===== src/rtl/rom_port_arbiter.sv =====
// Shares one synchronous ROM port between instruction fetch and data loads, one access in flight.
// Define ROM_ARB_RR_EN for round-robin grants; by default data has fixed priority over fetch.
module rom_port_arbiter #(
  parameter int unsigned            ADDR_WIDTH   = 16,
  parameter int unsigned            DATA_WIDTH   = 32,
  parameter int unsigned            WAIT_TIMEOUT = 4,
  parameter logic [DATA_WIDTH-1:0]  NOP_WORD     = 32'h00000013
) (
  input  logic                  clk,
  input  logic                  rst_n,
  input  logic                  if_req_valid,
  input  logic [ADDR_WIDTH+1:0] if_req_addr,
  output logic                  if_req_ready,
  output logic                  if_rsp_valid,
  output logic [DATA_WIDTH-1:0] if_rsp_data,
  input  logic                  d_req_valid,
  input  logic [ADDR_WIDTH+1:0] d_req_addr,
  output logic                  d_req_ready,
  output logic                  d_rsp_valid,
  output logic [DATA_WIDTH-1:0] d_rsp_data,
  output logic                  d_rsp_err,
  output logic                  rom_ce,
  output logic [ADDR_WIDTH-1:0] rom_addr,
  input  logic [DATA_WIDTH-1:0] rom_rdata,
  input  logic                  rom_rdata_valid
);

  typedef enum logic [1:0] {S_IDLE, S_WAIT, S_ERR} state_t;

  state_t     state, state_nxt;
  logic       owner_d;
  logic [3:0] cnt;
  logic       gnt_d, gnt_if, if_acc, d_acc, d_mis, timeout;
  logic       if_addr_unused;

  // Fetch byte offset is dropped on the floor: instruction words are always aligned.
  assign if_addr_unused = ^if_req_addr[1:0];

`ifdef ROM_ARB_RR_EN
  logic ptr_d;
  assign gnt_d = d_req_valid && (ptr_d || !if_req_valid);

  always_ff @(posedge clk or negedge rst_n) begin
    if (!rst_n)                ptr_d <= 1'b0;
    else if (if_acc || d_acc)  ptr_d <= if_acc;
  end
`else
  assign gnt_d = d_req_valid;
`endif

  assign gnt_if       = if_req_valid && !gnt_d;
  assign if_req_ready = (state == S_IDLE) && gnt_if;
  assign d_req_ready  = (state == S_IDLE) && gnt_d;
  assign if_acc       = if_req_valid && if_req_ready;
  assign d_acc        = d_req_valid && d_req_ready;
  assign d_mis        = d_req_addr[1:0] != 2'b00;
  assign rom_ce       = if_acc || (d_acc && !d_mis);
  assign rom_addr     = !rom_ce ? '0 :
                        d_acc   ? d_req_addr[ADDR_WIDTH+1:2] : if_req_addr[ADDR_WIDTH+1:2];
  // ROM data arriving on the last allowed cycle still counts as a hit.
  assign timeout      = (state == S_WAIT) && !rom_rdata_valid && (cnt == 4'(WAIT_TIMEOUT - 1));

  always_comb begin
    state_nxt = state;
    case (state)
      S_IDLE: if (d_acc && d_mis) state_nxt = S_ERR;
              else if (rom_ce)    state_nxt = S_WAIT;
      S_WAIT: if (rom_rdata_valid || timeout) state_nxt = S_IDLE;
      S_ERR:  state_nxt = S_IDLE;
      default: state_nxt = S_IDLE;
    endcase
  end

  always_ff @(posedge clk or negedge rst_n) begin
    if (!rst_n) begin
      state        <= S_IDLE;
      owner_d      <= 1'b0;
      cnt          <= '0;
      if_rsp_valid <= 1'b0;
      if_rsp_data  <= '0;
      d_rsp_valid  <= 1'b0;
      d_rsp_data   <= '0;
      d_rsp_err    <= 1'b0;
    end else begin
      state        <= state_nxt;
      if_rsp_valid <= 1'b0;
      d_rsp_valid  <= 1'b0;
      case (state)
        S_IDLE: begin
          cnt <= '0;
          if (if_acc || d_acc) owner_d <= d_acc;
          if (d_acc && d_mis) begin
            d_rsp_valid <= 1'b1;
            d_rsp_err   <= 1'b1;
            d_rsp_data  <= '0;
          end
        end
        S_WAIT: begin
          if (rom_rdata_valid) begin
            cnt <= '0;
            if (owner_d) begin
              d_rsp_valid <= 1'b1;
              d_rsp_err   <= 1'b0;
              d_rsp_data  <= rom_rdata;
            end else begin
              if_rsp_valid <= 1'b1;
              if_rsp_data  <= rom_rdata;
            end
          end else if (timeout) begin
            cnt <= '0;
            if (owner_d) begin
              d_rsp_valid <= 1'b1;
              d_rsp_err   <= 1'b1;
              d_rsp_data  <= '0;
            end else begin
              if_rsp_valid <= 1'b1;
              if_rsp_data  <= NOP_WORD;
            end
          end else begin
            cnt <= cnt + 4'd1;
          end
        end
        default: cnt <= '0;
      endcase
    end
  end

endmodule


===== config.mk =====
export PLATFORM = sky130hd
export DESIGN_NAME = rom_port_arbiter
export DESIGN_NICKNAME = d
export VERILOG_FILES = /design/src/rtl/rom_port_arbiter.sv
export SDC_FILE = /design/constraint.sdc
export NUM_CORES = 1
export LEC_CHECK = 0
export ABC_AREA = 0
export BUFFER_PORTS_ARGS = -buffer_cell sky130_fd_sc_hd__buf_4
export CORE_MARGIN = 5
export CORE_UTILIZATION = 42
export CTS_BUF_LIST = sky130_fd_sc_hd__clkbuf_8
export CTS_CLUSTER_DIAMETER = 200
export DETAILED_ROUTE_END_ITERATION = 8
export GPL_ROUTABILITY_DRIVEN = 0
export GPL_TIMING_DRIVEN = 0
export PLACE_DENSITY_LB_ADDON = 0.05
export SLEW_MARGIN = 20
export SYNTH_ARGS = -nofsm -noshare
export SYNTH_HDL_FRONTEND = slang
export SYNTH_SLANG_ARGS = --single-unit

===== constraint.sdc =====
create_clock -name clk -period 1.6 [get_ports clk]
set_input_delay 0.32 -clock clk [delete_from_list [all_inputs] [get_ports clk]]
set_output_delay 0.32 -clock clk [all_outputs]
set_load 0.05 [all_outputs]

==> results.md <==
- Status: finished with violations
- Failing checks: negative setup slack
- FF+latch count, synth: 74
- RSZ-0062 raised after global routing: yes
- Crit-path cells: buf_4, buf_6, buf_4, nor2_4, o21ai_4, buf_6, a21oi_2, buf_6
- Register area: 1850 sq um
- Port bufs: 156
- Initial antenna violation count: 0
- Die Wd: 94.4 microns
- Final period utilization: 138%
- Tightest Pin Transition: 928 ps
- Distinct cell type count of the synthesized netlist: 31
- Switching pwr: 4.43 mW
- Clk_lat worst skew: 330 ps
- Fill cells: 417
- Clock transition at the registers of the reported paths: 80 ps
- Sequential area share after synthesis: 61.9%
- Antenna diodes: 0
- Largest net degree at the start of global routing: 75
- Instance count of the mapped netlist: 241
- Final Max Tran Viols: 0
- Peak Freq: 454 MHz
- Worst vdd ir: 0.00127 V
- Row count: 30
- Synth Cell Area: 2990 sq um
- CP bufs+invs: 5
- Leak: 2.69 nW
- Final hold vios: 0
- Final worst slack: -605 ps
- Slew HR: 38.1%
- CP max stage cell: dfrtp_1
- Clk root buf: clkbuf_8
- Sum Neg Setup Slack: -22790 ps
- Power density over the cells: 1760 nW/um^2
- Minimum clock period: 2210 ps
- First-pass GRT wire length: 16200 microns
- Vias/cell: 5.42
- Hold buffer count at cts: 0
- Avg WL per Cell: 21.1 microns
- Net Sw Frac: 45.9%
- Vias in the first global route: 3048
- Crit path kind: reg2out
- Syn nets: 315
- Dpl cell area: 4500 sq um
- Drt total wl: 11500 microns
- Syn avg cell area: 12.4 sq um
- Footprint of the multi-input gates: 1350 sq um
- TritonCTS clock tree: built
- Die area: 8910 sq um
- Final HPWL from detailed placement: 6650 microns
- Clk pwr share: 16.0%
- Crit-path max FO: 7
- Critical Path AT: 1890 ps
- DRC: 0
- Crit path required time: 1280 ps
- Setup crit start kind: register
- Fin nets: 520
- Cell Int Power: 5.22 mW
- Reg power frac: 29.7%
- Initial DRC Count: 142
- CP endpoint kind: output pin
- Total CTS buffers: 9
- CTS sink cnt: 74
- Final Setup Violations: 90
- Die Height: 94.4 microns
- GRT overflow: 0
- H-tree levels: 3
- CTS max path bufs: 2
- Reg2reg setup slack: -290 ps
- Worst path max stage delay: 410 ps
- Max-cap violations: 0
- Gate power share: 54.3%
- Worst hold path class: in2async
- Clk_skew: 10.0 ps
- Dpl ws: -389 ps
- Layout area overhead: 83.1%
- Core area: 6870 sq um
- Vias post-DR: 2965
- Pre-Repair DR Iteration Count: 4
- Initial core utilization: 43.5%
- CP top delay family: buffers and inverters
- Ys Warns: 0
- Design area: 5470 sq um
- Remaining antenna violation count: 0
- Gr usage total: 23.8%
- I/O Pins: 159
- Worst path most repeated cell: buf_6
- CP Depth: 8
- Layout cells sized above 1: 61.6%
- Register-to-Register Path Depth: 8
sequential cells by signal, indices dropped and copies added (netlist names):
name	flops
d_rsp_err	1
owner_d	1
d_rsp_data	32
if_rsp_data	32
cnt	4
state	2
if_rsp_valid	1
d_rsp_valid	1
worst paths after layout:
check / startpoint / to
min in group clk: rom_rdata[17] / if_rsp_data[17]
hold / removal: rst_n / d_rsp_data[18]
hold reg to reg: if_rsp_data[21] / if_rsp_data[21]
setup / recovery: state[1] / rom_addr[4]
setup reg to reg: state[1] / d_rsp_data[5]
max in group asynchronous: rst_n / d_rsp_data[5]
layout by cell type, fill, tap and decap left out, drive strengths merged:
cell      count
ha            1
and3b         1
clkinvlp      2
a22o         29
nand3b        1
o22a          3
inv           6
nand3         1
nand2        35
clkinv        2
a21o          1
nor3b         4
and3          1
o211ai        1
a31oi         1
o21ai         4
a21oi        16
xnor2         1
xor2          1
bufinv        2
dfrtp        74
or3b          2
or2           1
clkbuf       18
nor2b         2
a32o         32
nor2          5
buf         204
stage by stage:
stage	total power, mW	util (%)	std cells	hold slack [ps]
floorplan	6.01	-	241	24.4
global placement	7.49	65.6	493	451
detailed placement	7.57	65.6	493	458
CTS	9.39	74.6	531	159
global route	10.0	79.7	547	196
finish	9.65	79.7	547	128
power by group through the flow:
stage	clock network [mW]	registers, mW	logic [mW]
3_3_place_gp	0	2.85	4.65
4_1_cts	1.56	2.84	4.99
6_report	1.55	2.86	5.24
2_1_floorplan	0	4.92	1.10
3_5_place_dp	0	2.86	4.70
5_1_grt	1.66	2.95	5.44
cell type report:
class | count | area share [%]
timing repair buffer | 194 | 30.3
sequential | 74 | 33.8
buffer | 19 | 4.48
clock inverter | 7 | 1.60
clock buffer | 9 | 2.26
inverter | 5 | 0.731
tap | 96 | 2.19
multi-input combinational | 143 | 24.6
repair_timing:
action                                  in CTS  in global routing
cloned                                       6                  4
pin swaps                                   30                 50
buffers inserted                            17                 15
hold endpoints to repair                     0                  0
gates resized for setup                     64                 53
endpoints found under the setup margin      86                 67
synth_stat cells (all sizes together):
master / instances / share of area (%)
nor2b: 2 / 0.42
buf: 11 / 2.6
inv: 4 / 0.50
dfrtp: 74 / 62
clkbuf: 9 / 1.1
a31oi: 1 / 0.21
a21oi: 16 / 2.7
o21ai: 3 / 0.88
xor2: 1 / 0.29
a32o: 32 / 11
nand3: 1 / 0.17
a21o: 1 / 0.25
and3: 1 / 0.21
or3b: 2 / 0.59
nand2: 35 / 4.4
clkinv: 1 / 0.29
o22a: 3 / 0.88
xnor2: 1 / 0.29
and3b: 1 / 0.29
o211ai: 1 / 0.25
a22o: 29 / 8.5
ha: 1 / 0.42
nand3b: 1 / 0.25
nor3b: 4 / 1.0
nor2: 5 / 0.63
or2: 1 / 0.21
layer usage:
metal	up-vias	track usage (%)	wire [microns]
met2	118	42.4	6110
met3	18	6.14	812
met5	-	0	0
met4	0	7.10	215
li1	1318	-	-
met1	1511	28.2	4400
cell families (layout without fill, tap and decap cells):
kind of cell	count (synthesis)	in the layout	synth area share [%]
adders and majority gates	1	1	0.418
and+or+nand+nor	53	53	8.16
DFF	74	74	61.9
xor gates and xnor gates	2	2	0.586
buffers and inverters	25	234	4.56
AOI/OAI and AO/OA	86	87	24.4
Note: power is estimated with default switching activity, not from simulation.
